===== src/rtl/muldiv_ctrl_pkg.sv =====
// rtl/muldiv_ctrl_pkg.sv - shared ALU control codes, FSM state type and helpers for muldiv_ctrl
package muldiv_ctrl_pkg;

    localparam logic [4:0] ALU_MULT  = 5'd16;
    localparam logic [4:0] ALU_MULTU = 5'd17;
    localparam logic [4:0] ALU_DIV   = 5'd18;
    localparam logic [4:0] ALU_DIVU  = 5'd19;
    localparam logic [4:0] ALU_MTHI  = 5'd20;
    localparam logic [4:0] ALU_MTLO  = 5'd21;

    typedef enum logic [1:0] {
        ST_IDLE = 2'd0,
        ST_MUL  = 2'd1,
        ST_DIV  = 2'd2,
        ST_DONE = 2'd3
    } state_t;

    // Magnitude of v when it is to be read as a signed value, otherwise v unchanged.
    function automatic logic [31:0] magnitude(input logic [31:0] v, input logic is_signed);
        return (is_signed && v[31]) ? (~v + 32'd1) : v;
    endfunction

endpackage


===== src/rtl/muldiv_ctrl_if.sv =====
// rtl/muldiv_ctrl_if.sv - EX-stage request and HI/LO result bundle for muldiv_ctrl
interface muldiv_ctrl_if;

    logic        start_i;
    logic [4:0]  alucontrol_i;
    logic [31:0] a_i;
    logic [31:0] b_i;
    logic        flush_i;
    logic        stall_o;
    logic [31:0] hi_o;
    logic [31:0] lo_o;
    logic        done_o;

    modport master (
        output start_i, alucontrol_i, a_i, b_i, flush_i,
        input  stall_o, hi_o, lo_o, done_o
    );

    modport slave (
        input  start_i, alucontrol_i, a_i, b_i, flush_i,
        output stall_o, hi_o, lo_o, done_o
    );

endinterface


===== src/rtl/muldiv_ctrl_div_radix2.sv =====
// rtl/muldiv_ctrl_div_radix2.sv - restoring unsigned radix-2 divider, one quotient bit per step
module div_radix2 (
    input  logic        clk,
    input  logic        rst,
    input  logic        load,
    input  logic        step,
    input  logic [31:0] dividend,
    input  logic [31:0] divisor,
    output logic [31:0] quotient_next,
    output logic [31:0] remainder_next
);

    logic [31:0] rem_q;
    logic [31:0] quo_q;
    logic [31:0] dvs_q;
    logic [32:0] shifted;
    logic [32:0] diff;
    logic        fits;

    // Partial remainder is always below the divisor, so a borrow in bit 32 means "does not fit".
    assign shifted        = {rem_q, quo_q[31]};
    assign diff           = shifted - {1'b0, dvs_q};
    assign fits           = ~diff[32];
    assign remainder_next = fits ? diff[31:0] : shifted[31:0];
    assign quotient_next  = {quo_q[30:0], fits};

    always_ff @(posedge clk or posedge rst) begin
        if (rst) begin
            rem_q <= '0;
            quo_q <= '0;
            dvs_q <= '0;
        end else if (load) begin
            rem_q <= '0;
            quo_q <= dividend;
            dvs_q <= divisor;
        end else if (step) begin
            rem_q <= remainder_next;
            quo_q <= quotient_next;
        end
    end

endmodule


===== src/rtl/muldiv_ctrl.sv =====
// rtl/muldiv_ctrl.sv - multi-cycle HI/LO multiply/divide controller with pipeline stall
module muldiv_ctrl
    import muldiv_ctrl_pkg::*;
#(
    parameter int MUL_CYCLES = 2,
    parameter int DIV_CYCLES = 32
) (
    input  logic         clk,
    input  logic         rst,
    muldiv_ctrl_if.slave bus
);

    localparam logic [5:0] MUL_N = 6'(MUL_CYCLES);
    localparam logic [5:0] DIV_N = 6'(DIV_CYCLES);

    state_t      state;
    logic [5:0]  cnt;
    logic [31:0] a_q;
    logic [31:0] b_q;
    logic        op_signed;
    logic [31:0] hi_q;
    logic [31:0] lo_q;
    logic        done_q;

    logic        in_mul;
    logic        in_div;
    logic        in_signed;
    logic        accept;
    logic        div_load;
    logic        div_step;
    logic        last;
    logic [31:0] q_next;
    logic [31:0] r_next;
    logic [31:0] q_res;
    logic [31:0] r_res;
    logic [63:0] ma;
    logic [63:0] mb;
    logic [63:0] prod;

    assign in_mul    = (bus.alucontrol_i == ALU_MULT) || (bus.alucontrol_i == ALU_MULTU);
    assign in_div    = (bus.alucontrol_i == ALU_DIV)  || (bus.alucontrol_i == ALU_DIVU);
    assign in_signed = (bus.alucontrol_i == ALU_MULT) || (bus.alucontrol_i == ALU_DIV);
    assign accept    = (state == ST_IDLE) && bus.start_i && !bus.flush_i && (in_mul || in_div);
    assign div_load  = accept && in_div;
    assign div_step  = (state == ST_DIV) && !bus.flush_i;
    assign last      = (cnt == 6'd1);

    assign bus.stall_o = accept || (((state == ST_MUL) || (state == ST_DIV)) && !bus.flush_i);
    assign bus.hi_o    = hi_q;
    assign bus.lo_o    = lo_q;
    assign bus.done_o  = done_q;

    // Sign- or zero-extend to 64 bits so one multiplier serves both MULT and MULTU.
    assign ma   = {{32{op_signed & a_q[31]}}, a_q};
    assign mb   = {{32{op_signed & b_q[31]}}, b_q};
    assign prod = ma * mb;

    div_radix2 u_div (
        .clk            (clk),
        .rst            (rst),
        .load           (div_load),
        .step           (div_step),
        .dividend       (magnitude(bus.a_i, in_signed)),
        .divisor        (magnitude(bus.b_i, in_signed)),
        .quotient_next  (q_next),
        .remainder_next (r_next)
    );

    // Quotient negative when operand signs differ; remainder follows the dividend.
    assign q_res = (op_signed && (a_q[31] ^ b_q[31])) ? (~q_next + 32'd1) : q_next;
    assign r_res = (op_signed && a_q[31]) ? (~r_next + 32'd1) : r_next;

    always_ff @(posedge clk or posedge rst) begin
        if (rst) begin
            state     <= ST_IDLE;
            cnt       <= '0;
            a_q       <= '0;
            b_q       <= '0;
            op_signed <= 1'b0;
            hi_q      <= '0;
            lo_q      <= '0;
            done_q    <= 1'b0;
        end else begin
            done_q <= 1'b0;
            if (bus.flush_i) begin
                state <= ST_IDLE;
                cnt   <= '0;
            end else begin
                case (state)
                    ST_IDLE: begin
                        if (accept) begin
                            a_q       <= bus.a_i;
                            b_q       <= bus.b_i;
                            op_signed <= in_signed;
                            if (in_mul) begin
                                cnt   <= MUL_N;
                                state <= ST_MUL;
                            end else if (bus.b_i == '0) begin
                                state  <= ST_DONE;
                                done_q <= 1'b1;
                            end else begin
                                cnt   <= DIV_N;
                                state <= ST_DIV;
                            end
                        end else if (bus.start_i && (bus.alucontrol_i == ALU_MTHI)) begin
                            hi_q <= bus.a_i;
                        end else if (bus.start_i && (bus.alucontrol_i == ALU_MTLO)) begin
                            lo_q <= bus.a_i;
                        end
                    end
                    ST_MUL: begin
                        if (last) begin
                            hi_q   <= prod[63:32];
                            lo_q   <= prod[31:0];
                            cnt    <= '0;
                            done_q <= 1'b1;
                            state  <= ST_DONE;
                        end else begin
                            cnt <= cnt - 6'd1;
                        end
                    end
                    ST_DIV: begin
                        if (last) begin
                            hi_q   <= r_res;
                            lo_q   <= q_res;
                            cnt    <= '0;
                            done_q <= 1'b1;
                            state  <= ST_DONE;
                        end else begin
                            cnt <= cnt - 6'd1;
                        end
                    end
                    default: begin
                        state <= ST_IDLE;
                    end
                endcase
            end
        end
    end

endmodule


===== src/flat_wrapper.sv =====
// flat-port wrapper written by rule: the top's interface ports become plain ports
module muldiv_ctrl_flat import muldiv_ctrl_pkg::*;
#(
    parameter int MUL_CYCLES = 2,
    parameter int DIV_CYCLES = 32
)
  (clk, rst, bus_start_i, bus_alucontrol_i, bus_a_i, bus_b_i, bus_flush_i, bus_stall_o, bus_hi_o, bus_lo_o, bus_done_o);
  muldiv_ctrl_if bus_i ();
  input  logic clk;
  input  logic rst;
  input wire logic [$bits(bus_i.start_i)-1:0] bus_start_i;
  input wire logic [$bits(bus_i.alucontrol_i)-1:0] bus_alucontrol_i;
  input wire logic [$bits(bus_i.a_i)-1:0] bus_a_i;
  input wire logic [$bits(bus_i.b_i)-1:0] bus_b_i;
  input wire logic [$bits(bus_i.flush_i)-1:0] bus_flush_i;
  output wire logic [$bits(bus_i.stall_o)-1:0] bus_stall_o;
  output wire logic [$bits(bus_i.hi_o)-1:0] bus_hi_o;
  output wire logic [$bits(bus_i.lo_o)-1:0] bus_lo_o;
  output wire logic [$bits(bus_i.done_o)-1:0] bus_done_o;
  assign bus_i.start_i = bus_start_i;
  assign bus_i.alucontrol_i = bus_alucontrol_i;
  assign bus_i.a_i = bus_a_i;
  assign bus_i.b_i = bus_b_i;
  assign bus_i.flush_i = bus_flush_i;
  assign bus_stall_o = bus_i.stall_o;
  assign bus_hi_o = bus_i.hi_o;
  assign bus_lo_o = bus_i.lo_o;
  assign bus_done_o = bus_i.done_o;
  muldiv_ctrl #(.MUL_CYCLES(MUL_CYCLES), .DIV_CYCLES(DIV_CYCLES)) u_core (.clk(clk), .rst(rst), .bus(bus_i));
endmodule

===== config.mk =====
export PLATFORM = sky130hd
export DESIGN_NAME = muldiv_ctrl_flat
export DESIGN_NICKNAME = d
export VERILOG_FILES = /design/src/rtl/muldiv_ctrl_pkg.sv /design/src/rtl/muldiv_ctrl_if.sv /design/src/rtl/muldiv_ctrl_div_radix2.sv /design/src/rtl/muldiv_ctrl.sv /design/src/flat_wrapper.sv
export SDC_FILE = /design/constraint.sdc
export NUM_CORES = 2
export LEC_CHECK = 0
export BUFFER_PORTS_ARGS = -buffer_cell sky130_fd_sc_hd__buf_2
export CAP_MARGIN = 20
export CORE_ASPECT_RATIO = 0.8
export CORE_MARGIN = 3
export CORE_UTILIZATION = 50
export CTS_CLUSTER_SIZE = 24
export DETAILED_ROUTE_END_ITERATION = 12
export GPL_TIMING_DRIVEN = 0
export PLACE_DENSITY_LB_ADDON = 0.15
export SETUP_SLACK_MARGIN = 0.2
export SYNTH_ARGS = -nofsm -noshare
export SYNTH_HDL_FRONTEND = slang
export SYNTH_HIERARCHICAL = 1
export SYNTH_SLANG_ARGS = --single-unit
export TNS_END_PERCENT = 50

===== constraint.sdc =====
create_clock -name clk -period 7.3 [get_ports clk]
set_input_delay 0.365 -clock clk [delete_from_list [all_inputs] [get_ports clk]]
set_output_delay 0.365 -clock clk [all_outputs]
set_load 0.05 [all_outputs]

==> summary.txt <==
Routing
  • Wire length per cell: between 20 and 30 µm
  • Post-route antenna net violation count: 0
  • Total vias in the final route: 46700
  • Via/cell ratio: ~6
  • Total wirelength of the detailed-routed design: 230000 µm
  • Final routed DRC violation total: 0
  • Number of iterations in the first detailed-routing pass: 6
  • DRT iter0 DRCs: 5257

Final layout
  • Post-layout nets: 7940
  • Layout-stage area growth over the synthesis result: 16.3%
  • Share of post-route cells with drive strength above 1: 0.162

Floorplan
  • Area of the placeable core: 105000 µm²
  • Initial Utilization: 0.508
  • Die span in x: 372 µm
  • Row count: between 100 and 150
  • Top-Level Pins: about 140
  • Die height: 299 µm
  • Die ar.: 111000 µm²

Clock network
  • CTS Root Buffer Type: sky130_fd_sc_hd__clkbuf_16
  • CTS sink count: 234
  • Clock slew at reported path FFs: 70 ps
  • Clock tree from TritonCTS: built
  • Maximum count of clock buffers along a single path: 3
  • Deepest level of the CTS H-tree: 1
  • Clock latency at the later pin of the worst-skew pair: 580 ps
  • CTS Buf Count: 25

Timing
  • Final number of setup-violating endpoints: 42
  • Worst slew margin relative to its limit: 0.237
  • Endpoints failing hold: 0
  • Worst Hold Slack: between 90 and 100 ps
  • Fin Clk Skew: 20.3 ps
  • Fin crit period: 8420 ps
  • Final setup margin: -1120 ps
  • Maximum clock frequency: 0.119 GHz
  • Ratio of final minimum period to clock period: 1.15
  • RSZ-0062 raised after global routing: true
  • Tightest Pin Transition: roughly 1100 ps
  • Slew Limit Fails: 0

Yosys
  • Synthesized net count: 7591
  • Synthesis-stage register bit count: 234
  • Dominant register cell in the synthesized netlist: sky130_fd_sc_hd__dfrtp_1
  • Synthesized instance count: 6137
  • Fraction of synthesis flops using an asynchronous set or reset pin: 1.00
  • EDFF count, synth: 0
  • Avg Inst Size Synth: 8.73 µm²
  • Synthesis Warnings: 6
  • Fraction of the yosys area taken by sequential cells: 0.109
  • Number of distinct library cells after synthesis: 83
  • Post-synth design cell area: 53600 µm²

Setup path
  • Crit Path Class: reg2reg
  • Cell with the most instances on the worst path: sky130_fd_sc_hd__fa_1
  • Critical-path top delay cell: sky130_fd_sc_hd__fa_2
  • Worst path top cell family by delay: adder cells
  • Endpoint arrival time on the critical path: 8860 ps
  • CP Capture Type: flop
  • Sort of element at the start of the critical path: flop
  • Biggest fanout along the worst timing path: 6
  • Data required, critical path: 7740 ps
  • Sum of buffers and inverters on the critical path: 10
  • Biggest cell delay along the critical path: around 740 ps

GRT
  • Largest net degree at the start of global routing: 83
  • Global-route wire length before repair: 331000 µm
  • Number of global-route vias before repair: 46600
  • Number of antenna violations at the first check in global routing: 13
  • Total gr overflow: 0
  • GRT Total Usage: 0.416

Flow run
  • Number of violations of the max-capacitance limit: 0

Place
  • Final HPWL from detailed placement: 189000 µm
  • Count of buffers inserted at the top-level ports: 137
  • Post-placement setup slack: -2970 ps
  • Gp weighted congestion: between 1 and 1.5

Outcome
  • Failing checks: setup timing
  • Run status: finished, violations left

Min path
  • Worst hold-check path type: in2reg
==> kinds of logic (layout without fill, tap and decap cells) <==
| logic type | after synthesis | in the layout | synth area share |
|---|---|---|---|
| simple gates | 2004 | 2004 | 0.170 |
| other cells | 0 | 12 | 0 |
| xor+xnor | 221 | 221 | 0.0363 |
| fa+ha+maj | 1381 | 1381 | 0.480 |
| compound gates | 670 | 670 | 0.0821 |
| flops | 234 | 234 | 0.109 |
| buf+inv | 1584 | 1951 | 0.114 |
| mux | 43 | 43 | 0.00822 |
==> worst register-to-register path, delay by kind of cell (launching register included) <==
kind | cells | cell delay (ps)
AO/OA/AOI/OAI | 7 | 1380
buffers and inverters | 10 | 1210
XOR/XNOR | 1 | 100
flip-flops | 1 | 480
adder cells (fa/ha/maj) | 9 | 4660
AND/OR/NAND/NOR | 3 | 470
==> state kept, by name, summed over array words and instances (netlist names) <==
| signal | flops |
|---|---|
| u_core/op_signed | 1 |
| u_core/bus.hi_o | 32 |
| u_core/cnt | 6 |
| u_core/u_div/rem_q | 32 |
| u_core/a_q | 32 |
| u_core/bus.lo_o | 32 |
| u_core/u_div/quo_q | 32 |
| u_core/b_q | 32 |
| u_core/bus.done_o | 1 |
| u_core/u_div/dvs_q | 32 |
| u_core/state | 2 |
==> layout by cell type, fill, tap and decap left out, types with 19 or more instances in the layout <==
| cell | count |
|---|---|
| sky130_fd_sc_hd__fa_2 | 53 |
| sky130_fd_sc_hd__inv_1 | 1149 |
| sky130_fd_sc_hd__o31ai_1 | 59 |
| sky130_fd_sc_hd__fa_1 | 1073 |
| sky130_fd_sc_hd__xnor2_1 | 123 |
| sky130_fd_sc_hd__nand2b_1 | 23 |
| sky130_fd_sc_hd__a221oi_2 | 24 |
| sky130_fd_sc_hd__dfrtp_2 | 36 |
| sky130_fd_sc_hd__mux2i_1 | 38 |
| sky130_fd_sc_hd__clkbuf_4 | 47 |
| sky130_fd_sc_hd__a311oi_1 | 28 |
| sky130_fd_sc_hd__nand3_1 | 40 |
| sky130_fd_sc_hd__buf_8 | 28 |
| sky130_fd_sc_hd__xor2_1 | 68 |
| sky130_fd_sc_hd__clkbuf_16 | 44 |
| sky130_fd_sc_hd__buf_2 | 162 |
| sky130_fd_sc_hd__ha_4 | 24 |
| sky130_fd_sc_hd__nor3_1 | 43 |
| sky130_fd_sc_hd__inv_2 | 38 |
| sky130_fd_sc_hd__buf_4 | 204 |
| sky130_fd_sc_hd__a21o_1 | 37 |
| sky130_fd_sc_hd__nand2_1 | 1166 |
| sky130_fd_sc_hd__and2_1 | 357 |
| sky130_fd_sc_hd__o21ai_0 | 148 |
| sky130_fd_sc_hd__clkbuf_8 | 49 |
| sky130_fd_sc_hd__clkbuf_1 | 110 |
| sky130_fd_sc_hd__nor2_1 | 185 |
| sky130_fd_sc_hd__dfrtp_1 | 188 |
| sky130_fd_sc_hd__a21oi_2 | 28 |
| sky130_fd_sc_hd__and3_1 | 24 |
| sky130_fd_sc_hd__buf_6 | 19 |
| sky130_fd_sc_hd__ha_1 | 227 |
| sky130_fd_sc_hd__clkbuf_2 | 51 |
| sky130_fd_sc_hd__a21oi_1 | 124 |
==> cell usage after synthesis, types with 62 or more instances <==
master | n | area share
sky130_fd_sc_hd__o31ai_1 | 62 | 0.0087
sky130_fd_sc_hd__a21oi_1 | 158 | 0.015
sky130_fd_sc_hd__xor2_1 | 79 | 0.013
sky130_fd_sc_hd__and2_1 | 361 | 0.042
sky130_fd_sc_hd__xnor2_1 | 141 | 0.023
sky130_fd_sc_hd__inv_1 | 1197 | 0.084
sky130_fd_sc_hd__fa_1 | 1126 | 0.42
sky130_fd_sc_hd__nand2_1 | 1180 | 0.083
sky130_fd_sc_hd__o21ai_0 | 176 | 0.016
sky130_fd_sc_hd__nor2_1 | 196 | 0.014
sky130_fd_sc_hd__dfrtp_1 | 234 | 0.11
sky130_fd_sc_hd__ha_1 | 255 | 0.060
sky130_fd_sc_hd__clkbuf_1 | 321 | 0.022
==> path summary, 6_finish.rpt <==
path                                     start               endpoint  slack (ps)  depth (start not counted)
setup / recovery              u_core/op_signed    u_core/bus.hi_o[19]       -1120                         30
hold / removal                      bus_b_i[5]          u_core/b_q[5]          90                          3
setup reg to reg              u_core/op_signed    u_core/bus.hi_o[19]       -1120                         30
hold reg to reg            u_core/bus.hi_o[11]    u_core/bus.hi_o[11]         480                          2
max in group asynchronous                  rst         u_core/b_q[23]        5890                          4
min in group asynchronous                  rst  u_core/u_div/quo_q[3]         440                          3
==> layer usage <==
layer,global-route usage,part of all wire
met5,0,0.00026
met1,0.591,0.40
met3,0.164,0.14
met2,0.557,0.39
met4,0.187,0.062
==> area by class of cell <==
cell class | count | area, µm²
Multi-Input combinational cell | 4319 | 43600
Fill cell | 9453 | 43200
Sequential cell | 234 | 5940
Inverter | 1199 | 4540
Buffer | 384 | 3080
Timing Repair Buffer | 323 | 2440
Tap cell | 1404 | 1760
Clock buffer | 32 | 692
Clock inverter | 13 | 185
Antenna cell | 12 | 30.0
==> stage by stage <==
stage / instance area (µm²) / TNS [ps] / std cells / utilization
after floorplan: 53900 / -1080 / 6137 / -
after global placement: 56300 / -94900 / 7678 / 0.534
after detailed placement: 56600 / -93960 / 7689 / 0.537
after CTS: 60500 / -23140 / 7821 / 0.574
after global routing: 62200 / -33500 / 7909 / 0.590
final: 62300 / -27710 / 7920 / 0.591
==> timing repair <==
action                                 CTS  global route
buffers inserted                        87            86
hold buffers                             1             0
gates cloned                             0             1
resized for setup                      677           304
endpoints found under the hold margin   87             0
setup endpoints to repair               51            49
pin swaps                               62           145
Power is left out: the tool's default activity adds up to more than one toggle a clock period on the data nets, which glitch-free logic cannot reach.
